**src/rtl/traffic_ctrl_multi.sv**
```systemverilog
// Multi-approach traffic signal controller: round-robin demand service with gap-out/max-out
// green timing, yellow/all-red clearance and emergency preemption.
module traffic_ctrl_multi #(
    parameter int unsigned N_APPR      = 4,
    parameter int unsigned CNT_W       = 8,
    parameter int unsigned T_GREEN_MIN = 4,
    parameter int unsigned T_GREEN_MAX = 10,
    parameter int unsigned T_YELLOW    = 2,
    parameter int unsigned T_ALLRED    = 1,
    localparam int unsigned IDX_W      = (N_APPR > 1) ? $clog2(N_APPR) : 1
) (
    input  logic              Clk,
    input  logic              reset,
    input  logic [N_APPR-1:0] C,
    input  logic              Emergency,
    input  logic [IDX_W-1:0]  EmDir,
    output logic [N_APPR-1:0] R,
    output logic [N_APPR-1:0] Y,
    output logic [N_APPR-1:0] G,
    output logic              ST,
    output logic              EmAck,
    output logic [IDX_W-1:0]  Cur
);

    typedef enum logic [1:0] {StGreen, StYellow, StAllRed, StEmGreen} state_e;

    localparam logic [IDX_W:0]   N_APPR_W = (IDX_W + 1)'(N_APPR);
    localparam logic [CNT_W-1:0] GMIN_T   = CNT_W'(T_GREEN_MIN - 1);
    localparam logic [CNT_W-1:0] GMAX_T   = CNT_W'(T_GREEN_MAX - 1);
    localparam logic [CNT_W-1:0] YEL_T    = CNT_W'(T_YELLOW - 1);
    localparam logic [CNT_W-1:0] AR_T     = CNT_W'(T_ALLRED - 1);

    state_e              state_q, state_d;
    logic [IDX_W-1:0]    cur_q, cur_d;
    logic [CNT_W-1:0]    timer_q, timer_d;
    logic [N_APPR-1:0]   req_q, req_d;
    logic [N_APPR-1:0]   cur_mask, next_mask;
    logic [N_APPR-1:0]   g_d, y_d;
    logic [IDX_W-1:0]    rr_next;
    logic                em_valid, conflict, enter;

    // (base + k) mod N_APPR for k <= N_APPR, without a divider.
    function automatic logic [IDX_W-1:0] wrap_add(input logic [IDX_W-1:0] base,
                                                  input int unsigned k);
        logic [IDX_W:0] s;
        s = {1'b0, base} + (IDX_W + 1)'(k);
        if (s >= N_APPR_W) s = s - N_APPR_W;
        return s[IDX_W-1:0];
    endfunction

    always_comb begin
        em_valid = Emergency && ({1'b0, EmDir} < N_APPR_W);

        cur_mask        = '0;
        cur_mask[cur_q] = 1'b1;
        conflict        = |(req_q & ~cur_mask);

        // Scan from the far end so the nearest requesting approach wins.
        rr_next = wrap_add(cur_q, 1);
        for (int unsigned k = N_APPR; k >= 1; k--) begin
            if (req_q[wrap_add(cur_q, k)]) rr_next = wrap_add(cur_q, k);
        end

        state_d = state_q;
        cur_d   = cur_q;
        unique case (state_q)
            StGreen: begin
                if (em_valid && EmDir == cur_q) begin
                    state_d = StEmGreen;
                end else if (em_valid) begin
                    state_d = StYellow;
                end else if (conflict && ((timer_q >= GMIN_T && !C[cur_q]) ||
                                          timer_q >= GMAX_T)) begin
                    state_d = StYellow;
                end
            end
            StYellow: begin
                if (timer_q == YEL_T) state_d = StAllRed;
            end
            StAllRed: begin
                if (timer_q == AR_T) begin
                    if (em_valid) begin
                        state_d = StEmGreen;
                        cur_d   = EmDir;
                    end else begin
                        state_d = StGreen;
                        cur_d   = rr_next;
                    end
                end
            end
            StEmGreen: begin
                if (!em_valid) begin
                    state_d = StGreen;
                end else if (EmDir != cur_q) begin
                    state_d = StYellow;
                end
            end
            default: state_d = StGreen;
        endcase

        enter   = (state_d != state_q);
        timer_d = enter ? '0 : ((timer_q == '1) ? timer_q : timer_q + CNT_W'(1));

        next_mask        = '0;
        next_mask[cur_d] = 1'b1;

        // Entering service clears the served approach even if its sensor is active now.
        req_d = req_q | C;
        if (enter && (state_d == StGreen || state_d == StEmGreen)) req_d[cur_d] = 1'b0;

        g_d = (state_d == StGreen || state_d == StEmGreen) ? next_mask : '0;
        y_d = (state_d == StYellow) ? next_mask : '0;
    end

    always_ff @(posedge Clk) begin
        if (reset) begin
            state_q <= StGreen;
            cur_q   <= '0;
            timer_q <= '0;
            req_q   <= '0;
            G       <= N_APPR'(1);
            Y       <= '0;
            R       <= ~N_APPR'(1);
            ST      <= 1'b0;
            EmAck   <= 1'b0;
        end else begin
            state_q <= state_d;
            cur_q   <= cur_d;
            timer_q <= timer_d;
            req_q   <= req_d;
            G       <= g_d;
            Y       <= y_d;
            R       <= ~(g_d | y_d);
            ST      <= enter;
            EmAck   <= (state_d == StEmGreen);
        end
    end

    assign Cur = cur_q;

endmodule

```
**config.mk**
```make
export PLATFORM = sky130hd
export DESIGN_NAME = traffic_ctrl_multi
export DESIGN_NICKNAME = d
export VERILOG_FILES = /design/src/rtl/traffic_ctrl_multi.sv
export SDC_FILE = /design/constraint.sdc
export NUM_CORES = 1
export LEC_CHECK = 0
export ABC_CLOCK_PERIOD_IN_PS = 2600
export CAP_MARGIN = 0
export CORE_AREA = 5 5 62 64
export DETAILED_ROUTE_END_ITERATION = 16
export DIE_AREA = 0 0 67 69
export PLACE_DENSITY = 0.76
export SLEW_MARGIN = 15
export SYNTH_ARGS = -nofsm -noshare
export SYNTH_HDL_FRONTEND = slang
export SYNTH_SLANG_ARGS = --single-unit
```
**constraint.sdc**
```tcl
create_clock -name Clk -period 2.6 [get_ports Clk]
set_input_delay 0.39 -clock Clk [delete_from_list [all_inputs] [get_ports Clk]]
set_output_delay 0.39 -clock Clk [all_outputs]
set_load 0.02 [all_outputs]
```
==> results.yml <==
sta:
  worst_slew_pin_slew_ps: 518
  timing.final.max_slew_violations: 0
  setup_viol: 0
  layout_worst_path_cycle_share_pct: 90.0
  grt_setup_unrepaired: "false"
  hold_viol_final: 0
  minimum_clock_period_after_layout_ps: 2340
  fmax_ghz: 0.427
  clock_skew_ps: 14.9
  finalHoldWorstSlack_ps: 580
  fin_tns_setup_ps: 0
  worst_slew_margin_rel_pct: 65.4
global_route:
  grt_start_max_net_pins: 13
  number_of_global_route_vias_before_repair: 1377
  grt_pass1_wl_mm: 6.11
  grt_overflow: 0
  grt_antenna_before_repair: 0
  gr-usage-all-layers_pct: 16.7
layout:
  areaGrowthSynthToFinish_pct: 24.3
  num_antenna_cells: 0
  final_core_utilization_pct: 62.1
  final_cell_area_mm2: 0.00201
  n_fill_cell: 282
  commonest_non_fill_non_tap_cell_in_the_layout: "sky130_fd_sc_hd__dfxtp_1"
  nets: 224
  drive_above_1_share_pct: 17.3
  final_cell_mix: "30 x sky130_fd_sc_hd__dfxtp_1, 24 x sky130_fd_sc_hd__clkdlybuf4s50_1, 23 x sky130_fd_sc_hd__nor2_1"
synth:
  synth-compound-area-share_pct: 19.3
  mappedNetlistNets: 190
  synth_area_per_cell_um2: 9.33
  yosysSeqAreaShare_pct: 37.2
  synthFlopType: "sky130_fd_sc_hd__dfxtp_1"
  netlist_area_mm2: 0.00161
  synth-edff-count: 0
  synth_adder_area_share_pct: 6.20
  post_synth_mux_area_share_pct: 4.81
  yosys_warnings: 0
  ys_seq_elements: 30
  yosys.area_share.xor_xnor_pct: 4.81
  synth_top_family_by_area: "simple AND/OR/NAND/NOR gates"
  post_synth_and_or_nand_nor_area_fraction_pct: 23.5
  synth.lib_cells_used.distinct: 53
  async_flop_share_pct: 0
  netlist_instances: 173
power:
  total_leakage_power_uw: 0.000741
  power_density_mw_per_mm2: 603
  vdd_ir_drop_max_mv: 0.458
cts:
  cts.reportedPaths.clkPinSlew_ps: 100
  clock_tree.buffer_depth: 2
  ctsHoldBuffers: 0
  htree_levels: 2
  cts_bufs_inserted: 5
  cts_setup_buffers: 0
  tritoncts_clock_tree: "done"
  cts_num_sinks: 30
  postCtsResizedCells: 0
  clk_latency_ps: 330
  root_buffer: "sky130_fd_sc_hd__clkbuf_4"
routing:
  post_drt_wl_per_cell_um: 13.9
  wirelength_mm: 3.54
  detailedRoute.firstIterationViolations: 92
  ant_nets: 0
  drt_pre_antenna_iters: 4
  route.detailed.vias_per_inst: 5.40
  remaining_drc_errors: 0
  vias: 1372
die:
  die-area_mm2: 0.00462
  start_util_pct: 49.9
  design.core.area_mm2: 0.00323
  floorplan.die.height_um: 69
  floorplan.rows: 21
  dieWidth_um: 67
  design.portCount: 25
placed_design:
  gpl.final_weighted_congestion: 0.823
  place.port_buffers: 24
  detailed_place_hpwl_mm: 2.72
  post_dp_cell_area_mm2: 0.00194
setup_path:
  r2r_start: "Cur[0]$_SDFF_PP0_"
  worst-path-max-fanout: 10
  crit_path_top_delay_cell: "sky130_fd_sc_hd__a222oi_1"
  timing.reg2reg.setup_slack_ps: 260
  family_of_cells_with_the_greatest_summed_delay_on_the_critical_path: "compound AO/OA/AOI/OAI gates"
  reg2regPathDepth: 8
  worstSetupEndpointType: "flip-flop"
  startpoint_type: "flip-flop"
  path_cells: "inv_1 -> ha_1 -> a21boi_0 -> o21ai_0 -> a222oi_1 -> o21ai_4 -> and2b_1 -> and3_1"
  critPathBufInv: 1
  timing.setup.critical_path_class: "reg2reg"
  crit_arrival_ps: 2580
  worst_ep_required_time_ps: 2840
  critical_path.reg2reg.endpoint: "G[2]$_SDFF_PP0_"
  critical-path-max-stage-delay_ps: 550
job:
  cap_viol_max_count: 0
min_path:
  worstHoldEndpoint: "timer_q[3]$_SDFFE_PP0P_"
  worst_hold_start: "timer_q[1]$_SDFFE_PP0P_"
  hold_path_class: "reg2reg"
  min_path_cells: 3
outcome:
  outcome: "finished, final reports clean"
[per-layer routing]
| metal | track usage, % | part of all wire (%) | vias to the layer above | wire length (um) |
|---|---|---|---|---|
| li1 | - | - | 687 | - |
| met1 | 20.1 | 45 | 652 | 1590 |
| met2 | 27.3 | 50 | 27 | 1770 |
| met3 | 5.19 | 3.9 | 6 | 138 |
| met4 | 5.86 | 1.2 | 0 | 41 |
| met5 | 0 | 0 | - | 0 |
[sequential cells by signal, indices dropped and copies added (netlist names)]
name / flops
Cur: 2
timer_q: 8
G: 4
EmAck: 1
ST: 1
req_q: 4
R: 4
Y: 4
state_q: 2
[cells in the mapped netlist (all sizes together) (3+ instances only)]
cell | number | area [um2]
dfxtp | 30 | 601
ha | 8 | 100
clkbuf | 3 | 11.3
o22ai | 4 | 25.0
nor2 | 25 | 98.8
xnor2 | 3 | 26.3
nand4 | 5 | 46.3
inv | 12 | 45.0
o21ai | 5 | 36.3
xor2 | 5 | 51.3
a311oi | 4 | 35.0
nand2 | 8 | 30.0
nor2b | 4 | 25.0
nand3 | 6 | 30.0
a31oi | 4 | 25.0
a21oi | 5 | 25.0
nor3 | 5 | 41.3
mux2 | 4 | 45.0
[worst max path at each step]
stage	end	startpoint	slack, ps	cells after the start
2_1_floorplan	G[3]$_SDFF_PP0_	Cur[1]$_SDFF_PP0_	70	9
3_3_place_gp	G[1]$_SDFF_PP0_	C[3]	140	7
3_5_place_dp	req_q[3]$_SDFF_PP0_	C[3]	70	7
4_1_cts	G[2]$_SDFF_PP0_	Cur[0]$_SDFF_PP0_	270	8
5_1_grt	G[1]$_SDFF_PP0_	Cur[0]$_SDFF_PP0_	80	8
6_report	G[2]$_SDFF_PP0_	Cur[0]$_SDFF_PP0_	260	8
[worst reg2reg max path, delay by kind of cell (launching register included)]
family,cells,cell delay (ps)
buffers and inverters,1,100
adders and majority gates,1,400
and+or+nand+nor,2,370
AOI/OAI and AO/OA,4,1030
DFF,1,340
[power by group]
part	switching, uW	leakage, uW	internal, uW
clock network	165	0.0000343	130
logic	208	0.000462	173
registers	35.8	0.000245	499
[per-stage QoR]
step                      total power, uW  setup WS [ps]  std cells
after floorplan                       795           71.9        173
after global placement                916            143        246
after detailed placement              923           69.0        246
after CTS                            1220            267        254
after global routing                 1280           77.5        254
final                                1210            260        254
[cell type report]
cell class | count | area, um2 | share of cell area, %
well taps | 46 | 57.6 | 2.87
inverters | 12 | 45.0 | 2.25
multi-input cells | 127 | 946 | 47.2
clock inverters | 2 | 12.5 | 0.624
repair buffers | 31 | 293 | 14.6
clock buffers | 6 | 51.3 | 2.56
flip-flops and latches | 30 | 601 | 29.9
[cells by family (layout without fill, tap and decap cells)]
| group | count (synthesis) | after routing |
|---|---|---|
| simple gates | 66 | 66 |
| compound gates | 39 | 39 |
| buf+inv | 16 | 51 |
| mux | 6 | 6 |
| fa+ha+maj | 8 | 8 |
| xor+xnor | 8 | 8 |
| flops | 30 | 30 |
Note: power is estimated with default switching activity, not from simulation.
